File: src/rtl/regfile_wb_sched_if.sv
// Write-back scheduler bus: two producer handshakes, scoreboard alloc/decode
// lookups, and the registered regfile write port.
interface regfile_wb_sched_if #(
    parameter int XLEN = 32,
    parameter int AW   = 5
);
    logic            alu_valid;
    logic            alu_ready;
    logic [AW-1:0]   alu_rd;
    logic [XLEN-1:0] alu_data;
    logic            lsu_valid;
    logic            lsu_ready;
    logic [AW-1:0]   lsu_rd;
    logic [XLEN-1:0] lsu_data;
    logic            alloc_valid;
    logic [AW-1:0]   alloc_rd;
    logic [AW-1:0]   rs1_addr;
    logic [AW-1:0]   rs2_addr;
    logic            stall;
    logic [AW-1:0]   waddr;
    logic [XLEN-1:0] wdata;
    logic            regwen;
    logic            err_realloc;

    // Pipeline side: producers, issue and decode
    modport master (
        output alu_valid, alu_rd, alu_data,
        output lsu_valid, lsu_rd, lsu_data,
        output alloc_valid, alloc_rd, rs1_addr, rs2_addr,
        input  alu_ready, lsu_ready, stall, waddr, wdata, regwen, err_realloc
    );

    // Scheduler side
    modport slave (
        input  alu_valid, alu_rd, alu_data,
        input  lsu_valid, lsu_rd, lsu_data,
        input  alloc_valid, alloc_rd, rs1_addr, rs2_addr,
        output alu_ready, lsu_ready, stall, waddr, wdata, regwen, err_realloc
    );
endinterface

File: src/rtl/regfile_wb_sched.sv
// Write-back scheduler for the regfile's single write port. Arbitrates ALU
// (req 0) and LSU (req 1) results onto a registered write port and keeps a
// per-register busy scoreboard that drives the decode stall.
module regfile_wb_sched #(
    parameter int XLEN  = 32,
    parameter int NREG  = 32,
    parameter int AW    = $clog2(NREG),
    parameter bit RR_EN = 1'b1
) (
    input  logic               clk,
    input  logic               rst,
    regfile_wb_sched_if.slave  bus
);
    // r_rr_last: 1 = LSU won the most recent transfer, 0 = ALU did
    logic            r_rr_last;
    logic            r_regwen;
    logic [AW-1:0]   r_waddr;
    logic [XLEN-1:0] r_wdata;
    logic [NREG-1:0] r_busy;
    logic            r_err;

    logic            w_alu_gnt;
    logic            w_lsu_gnt;
    logic            w_xfer;
    logic [AW-1:0]   w_rd;
    logic [XLEN-1:0] w_data;
    logic            w_set;
    logic            w_clr;
    logic            w_err;
    logic [NREG-1:0] w_busy_nxt;

    // Grant: lone requester wins; on a tie RR picks the one that did not go last
    always_comb begin
        w_alu_gnt = 1'b0;
        w_lsu_gnt = 1'b0;
        if (rst) begin
            if (bus.alu_valid && bus.lsu_valid) begin
                if (RR_EN && r_rr_last) w_alu_gnt = 1'b1;
                else                    w_lsu_gnt = 1'b1;
            end else begin
                w_alu_gnt = bus.alu_valid;
                w_lsu_gnt = bus.lsu_valid;
            end
        end
    end

    assign bus.alu_ready = w_alu_gnt;
    assign bus.lsu_ready = w_lsu_gnt;
    assign w_xfer        = w_alu_gnt || w_lsu_gnt;
    assign w_rd          = w_lsu_gnt ? bus.lsu_rd   : bus.alu_rd;
    assign w_data        = w_lsu_gnt ? bus.lsu_data : bus.alu_data;

    // Write port register; rd==0 transfers are consumed without a write
    always_ff @(posedge clk or negedge rst) begin
        if (!rst) begin
            r_regwen  <= 1'b0;
            r_waddr   <= '0;
            r_wdata   <= '0;
            r_rr_last <= 1'b1;
        end else begin
            r_regwen <= w_xfer && (w_rd != '0);
            if (w_xfer) begin
                r_waddr   <= w_rd;
                r_wdata   <= w_data;
                r_rr_last <= w_lsu_gnt;
            end
        end
    end

    // Scoreboard next state: clear on the landing write, then set (set wins)
    assign w_clr = r_regwen && (r_waddr != '0);
    assign w_set = bus.alloc_valid && (bus.alloc_rd != '0);
    assign w_err = w_set && r_busy[bus.alloc_rd] && !(w_clr && (r_waddr == bus.alloc_rd));

    always_comb begin
        w_busy_nxt = r_busy;
        for (int i = 1; i < NREG; i++) begin
            if (w_clr && (r_waddr == AW'(i)))      w_busy_nxt[i] = 1'b0;
            if (w_set && (bus.alloc_rd == AW'(i))) w_busy_nxt[i] = 1'b1;
        end
        w_busy_nxt[0] = 1'b0;
    end

    // Busy vector and sticky realloc error
    always_ff @(posedge clk or negedge rst) begin
        if (!rst) begin
            r_busy <= '0;
            r_err  <= 1'b0;
        end else begin
            r_busy <= w_busy_nxt;
            if (w_err) r_err <= 1'b1;
        end
    end

    assign bus.stall = ((bus.rs1_addr != '0) && r_busy[bus.rs1_addr]) ||
                       ((bus.rs2_addr != '0) && r_busy[bus.rs2_addr]);

    assign bus.waddr       = r_waddr;
    assign bus.wdata       = r_wdata;
    assign bus.regwen      = r_regwen;
    assign bus.err_realloc = r_err;
endmodule
File: src/flat_wrapper.sv
// flat-port wrapper written by rule: the top's interface ports become plain ports
module regfile_wb_sched_flat 
#(
    parameter int XLEN  = 32,
    parameter int NREG  = 32,
    parameter int AW    = $clog2(NREG),
    parameter bit RR_EN = 1'b1
)
  (clk, rst, bus_alu_valid, bus_alu_rd, bus_alu_data, bus_lsu_valid, bus_lsu_rd, bus_lsu_data, bus_alloc_valid, bus_alloc_rd, bus_rs1_addr, bus_rs2_addr, bus_alu_ready, bus_lsu_ready, bus_stall, bus_waddr, bus_wdata, bus_regwen, bus_err_realloc);
  regfile_wb_sched_if #(.XLEN(XLEN), .AW(AW)) bus_i ();
  input  logic clk;
  input  logic rst;
  input wire logic [$bits(bus_i.alu_valid)-1:0] bus_alu_valid;
  input wire logic [$bits(bus_i.alu_rd)-1:0] bus_alu_rd;
  input wire logic [$bits(bus_i.alu_data)-1:0] bus_alu_data;
  input wire logic [$bits(bus_i.lsu_valid)-1:0] bus_lsu_valid;
  input wire logic [$bits(bus_i.lsu_rd)-1:0] bus_lsu_rd;
  input wire logic [$bits(bus_i.lsu_data)-1:0] bus_lsu_data;
  input wire logic [$bits(bus_i.alloc_valid)-1:0] bus_alloc_valid;
  input wire logic [$bits(bus_i.alloc_rd)-1:0] bus_alloc_rd;
  input wire logic [$bits(bus_i.rs1_addr)-1:0] bus_rs1_addr;
  input wire logic [$bits(bus_i.rs2_addr)-1:0] bus_rs2_addr;
  output wire logic [$bits(bus_i.alu_ready)-1:0] bus_alu_ready;
  output wire logic [$bits(bus_i.lsu_ready)-1:0] bus_lsu_ready;
  output wire logic [$bits(bus_i.stall)-1:0] bus_stall;
  output wire logic [$bits(bus_i.waddr)-1:0] bus_waddr;
  output wire logic [$bits(bus_i.wdata)-1:0] bus_wdata;
  output wire logic [$bits(bus_i.regwen)-1:0] bus_regwen;
  output wire logic [$bits(bus_i.err_realloc)-1:0] bus_err_realloc;
  assign bus_i.alu_valid = bus_alu_valid;
  assign bus_i.alu_rd = bus_alu_rd;
  assign bus_i.alu_data = bus_alu_data;
  assign bus_i.lsu_valid = bus_lsu_valid;
  assign bus_i.lsu_rd = bus_lsu_rd;
  assign bus_i.lsu_data = bus_lsu_data;
  assign bus_i.alloc_valid = bus_alloc_valid;
  assign bus_i.alloc_rd = bus_alloc_rd;
  assign bus_i.rs1_addr = bus_rs1_addr;
  assign bus_i.rs2_addr = bus_rs2_addr;
  assign bus_alu_ready = bus_i.alu_ready;
  assign bus_lsu_ready = bus_i.lsu_ready;
  assign bus_stall = bus_i.stall;
  assign bus_waddr = bus_i.waddr;
  assign bus_wdata = bus_i.wdata;
  assign bus_regwen = bus_i.regwen;
  assign bus_err_realloc = bus_i.err_realloc;
  regfile_wb_sched #(.XLEN(XLEN), .NREG(NREG), .AW(AW), .RR_EN(RR_EN)) u_core (.clk(clk), .rst(rst), .bus(bus_i));
endmodule
File: config.mk
export PLATFORM = sky130hd
export DESIGN_NAME = regfile_wb_sched_flat
export DESIGN_NICKNAME = d
export VERILOG_FILES = /design/src/rtl/regfile_wb_sched_if.sv /design/src/rtl/regfile_wb_sched.sv /design/src/flat_wrapper.sv
export SDC_FILE = /design/constraint.sdc
export NUM_CORES = 1
export LEC_CHECK = 0
export ABC_AREA = 0
export BUFFER_PORTS_ARGS = -buffer_cell sky130_fd_sc_hd__buf_4
export CAP_MARGIN = 20
export CELL_PAD_IN_SITES_DETAIL_PLACEMENT = 1
export CELL_PAD_IN_SITES_GLOBAL_PLACEMENT = 2
export CORE_MARGIN = 2
export CORE_UTILIZATION = 33
export CTS_CLUSTER_DIAMETER = 80
export DETAILED_ROUTE_END_ITERATION = 8
export PLACE_DENSITY = 0.95
export SLEW_MARGIN = 0
export SYNTH_ARGS = -nofsm -noshare
export SYNTH_HDL_FRONTEND = slang
export SYNTH_SLANG_ARGS = --single-unit
File: constraint.sdc
create_clock -name clk -period 2.65 [get_ports clk]
set_input_delay 0 -clock clk [delete_from_list [all_inputs] [get_ports clk]]
set_output_delay 0 -clock clk [all_outputs]
set_load 0.01 [all_outputs]
# == After elaboration in Yosys (flattened, before gate mapping) ==
# Index checks and enable logic that the tools add are counted.
# op_classes
magnitude_cmp,3
n_eq_ne,63
n_mux,76
n_reduce_logical,110
# op_table
operator,count
"5-bit equality test, second input constant",32
"5-bit by 4-bit equality test with 1-bit output, second input constant",16
1-bit logical AND,71
1-bit two-way mux,71
2-bit nonzero test,31
"5-bit by 3-bit equality test with 1-bit output, second input constant",8
32-bit two-way mux,1
5-bit nonzero test,5
"5-bit by 2-bit equality test with 1-bit output, second input constant",4
"5-bit by 6-bit < comparator with 1-bit output, second input constant",3
1-bit binary-select mux with 5-bit select,3
"5-bit by 1-bit equality test with 1-bit output, second input constant",2
5-bit equality test,1
5-bit two-way mux,1
1-bit logical OR,2
1-bit logical NOT,1
# totals
reg_bits,71
output_inout_bits,42
word_cells,288

# == Longest topological paths before layout ==
# depth
word_depth,6
ltp_mapped,6
mapped_depth_nobuf,5

# == Least setup slack after synthesis ==
# No wires, ideal clock.
# synth_path
path_type,register to register
startpoint,register u_core.r_busy[7]
endpoint,register u_core.r_err (netlist: u_core.bus.err_realloc)
setup_ps,120
t_arrival_ps,1547
path_slack_ps,983
path_stages_with_launch,5
synth_period_minus_slack_ps,1667
cell_sequence,dfrtp_1 > mux4_2 > a2111oi_0 > o31ai_1 > a41o_1
# synth_between
elab_chain_cells,4
# synth_rtl
item,line_no,rtl
start: declaration,regfile_wb_sched.sv:19,logic [NREG-1:0] r_busy;
start signal: assignment,regfile_wb_sched.sv:90,r_busy <= w_busy_nxt;
1-bit binary-select mux with 5-bit select,regfile_wb_sched.sv:73,assign w_err = w_set && r_busy[bus.alloc_rd] && !(w_clr && (r_waddr == bus.alloc_rd));
1-bit two-way mux (implied by the code),regfile_wb_sched.sv:73,
1-bit logical AND (2 in series),regfile_wb_sched.sv:73,
end signal: assignment,regfile_wb_sched.sv:88,r_err <= 1'b0;
end signal: assignment,regfile_wb_sched.sv:91,if (w_err) r_err <= 1'b1;
end: declaration,regfile_wb_sched.sv:20,logic r_err;
# No other way between the ends. The select of a mux whose other input is x is not followed.
# A chain may end at the register's enable or synchronous reset.

# == Worst setup path after layout ==
# layout_path
startpoint,input rst
endpoint,register u_core.r_wdata[17] (netlist: u_core.bus.wdata[17])
# layout_between
elab_chain_cells,2
elab_cells_between_ends,4
# layout_rtl
item,line_no,rtl
start: declaration,flat_wrapper.sv:12,input logic rst;
1-bit two-way mux,regfile_wb_sched.sv:36,if (rst) begin
32-bit two-way mux or 1-bit logical OR (tied branches),"regfile_wb_sched.sv:51, regfile_wb_sched.sv:49",
end signal: assignment,regfile_wb_sched.sv:64,r_wdata <= w_data;
end: declaration,regfile_wb_sched.sv:18,logic [XLEN-1:0] r_wdata;
# Several ways; a longest one is shown, not always the timed one.

==> impl_metrics.env <==
export IMPL_cp_num_buf_inv=4
export IMPL_total_power_mw=3.987
export IMPL_p_per_area_nw_per_um2=656.4
export IMPL_hold_class="in2reg"
export IMPL_max_freq_mhz=434.2
export IMPL_post_cts_buffers=0
export IMPL_cts_root_buf="clkbuf_16"
export IMPL_avgSynthCellArea_um2=10.45
export IMPL_gp_congestion=0.8719
export IMPL_grt_pass1_wl_mm=24.41
export IMPL_grt_ovfl_total=0
export IMPL_synthesis_nets=472
export IMPL_post_route_min_period_ns=2.303
export IMPL_cts_buffers=9
export IMPL_drv_slew=0
export IMPL_ff2ff_setup_slack_ns=0.39
export IMPL_wl_per_cell_um=21.70
export IMPL_syn_area_um2=3950
export IMPL_grt_pass1_vias=4453
export IMPL_tightest_slew_ns=0.7557
export IMPL_slew_headroom_pct=49.62
export IMPL_ant_nets=0
export IMPL_setup_violations=0
export IMPL_worstPathRequired_ns=2.86
export IMPL_first_iter_violations=269
export IMPL_n_antenna_cell=0
export IMPL_critPathSlowestCell="dlygate4sd3_1"
export IMPL_cts_sinks=71
export IMPL_die_area_um2=12860
export IMPL_fp_dieH_um=113.4
export IMPL_synth_cell_types=34
export IMPL_dpl_hpwl_mm=9.669
export IMPL_nNetsFinal=666
export IMPL_setup_ws_ns=0.3469
export IMPL_ios=136
export IMPL_hold_buffers=69
export IMPL_max_stage_delay_ns=0.58
export IMPL_via_per_inst=5.540
export IMPL_grt_max_degree=59
export IMPL_h_tree_depth=3
export IMPL_cts_tree="done"
export IMPL_die_x_um=113.4
export IMPL_cts_resized_gates=0
export IMPL_status="finished, final reports clean"
export IMPL_num_vias=3978
export IMPL_yosysSeqAreaShare_pct=45.01
export IMPL_crit_fanout=33
export IMPL_cts_clk_slew_worst_paths_ns=0.05
export IMPL_postLayoutCoreUtil_pct=52.53
export IMPL_drt_total_wl_mm=15.58
export IMPL_fp_coreArea_um2=11560
export IMPL_power_leakage_nw=2.762
export IMPL_crit_chain="dlygate4sd3_1 > buf_4 > nand3_2 > buf_12 > mux2i_1 > dlygate4sd3_1 > o21ai_0"
export IMPL_cts_buffer_depth=2
export IMPL_crit_path_frequent_cell="dlygate4sd3_1"
export IMPL_ir_drop_mv=0.3023
export IMPL_drive_gt1_share_pct=32.17
export IMPL_hold_violations=0
export IMPL_rows=39
export IMPL_ys_warn_count=0
export IMPL_grt_antenna_before_repair=0
export IMPL_hold_path_cell_count=3
export IMPL_dr_pass1_iters=4
export IMPL_synth_ff_latch_count=71
export IMPL_area_growth_syn_to_layout_pct=53.79
export IMPL_syn_inst=378
export IMPL_drc_errors=0
export IMPL_rr_worst_depth=6
export IMPL_io_buffers=135
export IMPL_rsz0062_at_grt="no"
export IMPL_path_depth=7
export IMPL_maxCapViolCount=0
export IMPL_cp_start_kind="primary input"
export IMPL_initial_core_util_pct=34.16
export IMPL_period_share_pct=86.91
export IMPL_cpLargestDelayFamily="buffers and inverters"
export IMPL_insertion_delay_ns=0.34
export IMPL_fin_tns_setup_ns=0
export IMPL_dpl_worst_slack_ns=0.8920
export IMPL_hold_ws_ns=0.04768
export IMPL_end_kind="flop"
export IMPL_track_usage_pct=24.95
export IMPL_finalClockSkew_ns=0.007320
export IMPL_critPathArrivalTime_ns=2.51
export IMPL_critPathKind="in2reg"
cells in the final DEF (no fill, tap or decap), types with 3 or more instances in the layout:
cell type	n
mux4_2	23
nor2_1	6
mux2i_1	47
nand2_1	51
dlygate4sd3_1	69
dfrtp_1	70
xor2_1	3
or3b_2	3
nand3_1	7
inv_1	4
nor3_1	6
nand3b_1	7
o21ai_0	99
or2_2	3
buf_4	138
clkbuf_8	4
clkbuf_16	9
through the flow:
stage	instance area (um2)	std cells
global placement	5100	635
floorplan	3950	378
global route	6075	718
detailed placement	5100	635
finish	6075	718
CTS	6075	718
flip-flops by register name, indices dropped and copies added, names as in the netlist:
| register | flops |
|---|---|
| u_core.bus.err_realloc | 1 |
| u_core.r_rr_last | 1 |
| u_core.bus.waddr | 5 |
| u_core.bus.wdata | 32 |
| u_core.r_busy | 31 |
| u_core.bus.regwen | 1 |
worst min-delay path, cell delays in order:
cell and delay, ns:
buf_4 0.09, mux2i_1 0.07, o21ai_0 0.18
logic make-up (layout without fill, tap and decap cells):
family	Yosys count	in the layout	share of synthesized area [%]
AO/OA/AOI/OAI	111	111	14.82
XOR/XNOR	4	4	0.8871
buffers and inverters	29	226	2.946
flip-flops	71	71	45.01
multiplexers	71	71	25.31
AND/OR/NAND/NOR	92	92	11.02
final timing paths:
| kind | startpoint | endpoint |
|---|---|---|
| max | rst | u_core.bus.wdata[17] |
| min | bus_lsu_data[3] | u_core.bus.wdata[3] |
| max reg2reg | u_core.r_rr_last | u_core.bus.wdata[17] |
| min reg2reg | u_core.bus.wdata[24] | u_core.bus.wdata[24] |
| max in group asynchronous | rst | u_core.r_busy[15] |
| min in group asynchronous | rst | u_core.bus.wdata[19] |
layout make-up:
| cell class | instances | area [um2] |
|---|---|---|
| clock buffers | 14 | 284.0 |
| fillers | 1241 | 5490 |
| inverters | 4 | 15.01 |
| multi-input cells | 278 | 2072 |
| flip-flops and latches | 71 | 1778 |
| well taps | 143 | 178.9 |
| repair buffers | 208 | 1747 |
synth_stat cells, drive strengths merged:
cell | count | area share (%)
a21oi | 2 | 0.25
mux2 | 1 | 0.29
a41o | 1 | 0.25
dfrtp | 70 | 44
xnor2 | 1 | 0.22
xor2 | 3 | 0.67
a2111oi | 1 | 0.22
o21ai | 100 | 13
a311oi | 2 | 0.44
o31a | 1 | 0.22
or3 | 1 | 0.16
nand4b | 1 | 0.22
nand2 | 51 | 4.8
o31ai | 2 | 0.38
clkbuf | 16 | 1.5
a22oi | 1 | 0.19
nor3 | 6 | 0.76
or4 | 1 | 0.19
mux2i | 47 | 12
nor4 | 1 | 0.16
nor2 | 6 | 0.57
or3b | 3 | 0.67
mux4 | 23 | 13
or2 | 3 | 0.48
nand2b | 2 | 0.32
o211ai | 1 | 0.19
dfstp | 1 | 0.67
nor2b | 2 | 0.32
buf | 9 | 1.0
nand3 | 8 | 1.0
nand3b | 7 | 1.3
inv | 4 | 0.38
power by group:
group / internal, mW / switching (mW) / total (mW)
logic: 0.682 / 0.529 / 1.21
registers: 1.35 / 0.258 / 1.60
clock network: 0.726 / 0.447 / 1.17
total: 2.75 / 1.23 / 3.99
routing by layer:
metal	up-vias	global-route usage (%)	part of all wire, %
met5	-	0	0
met4	0	7.154	1.7
met3	25	7.492	8.0
met2	174	43.43	51
met1	2003	30.07	40
li1	1776	-	-
Power figures use the tool's default switching activity.
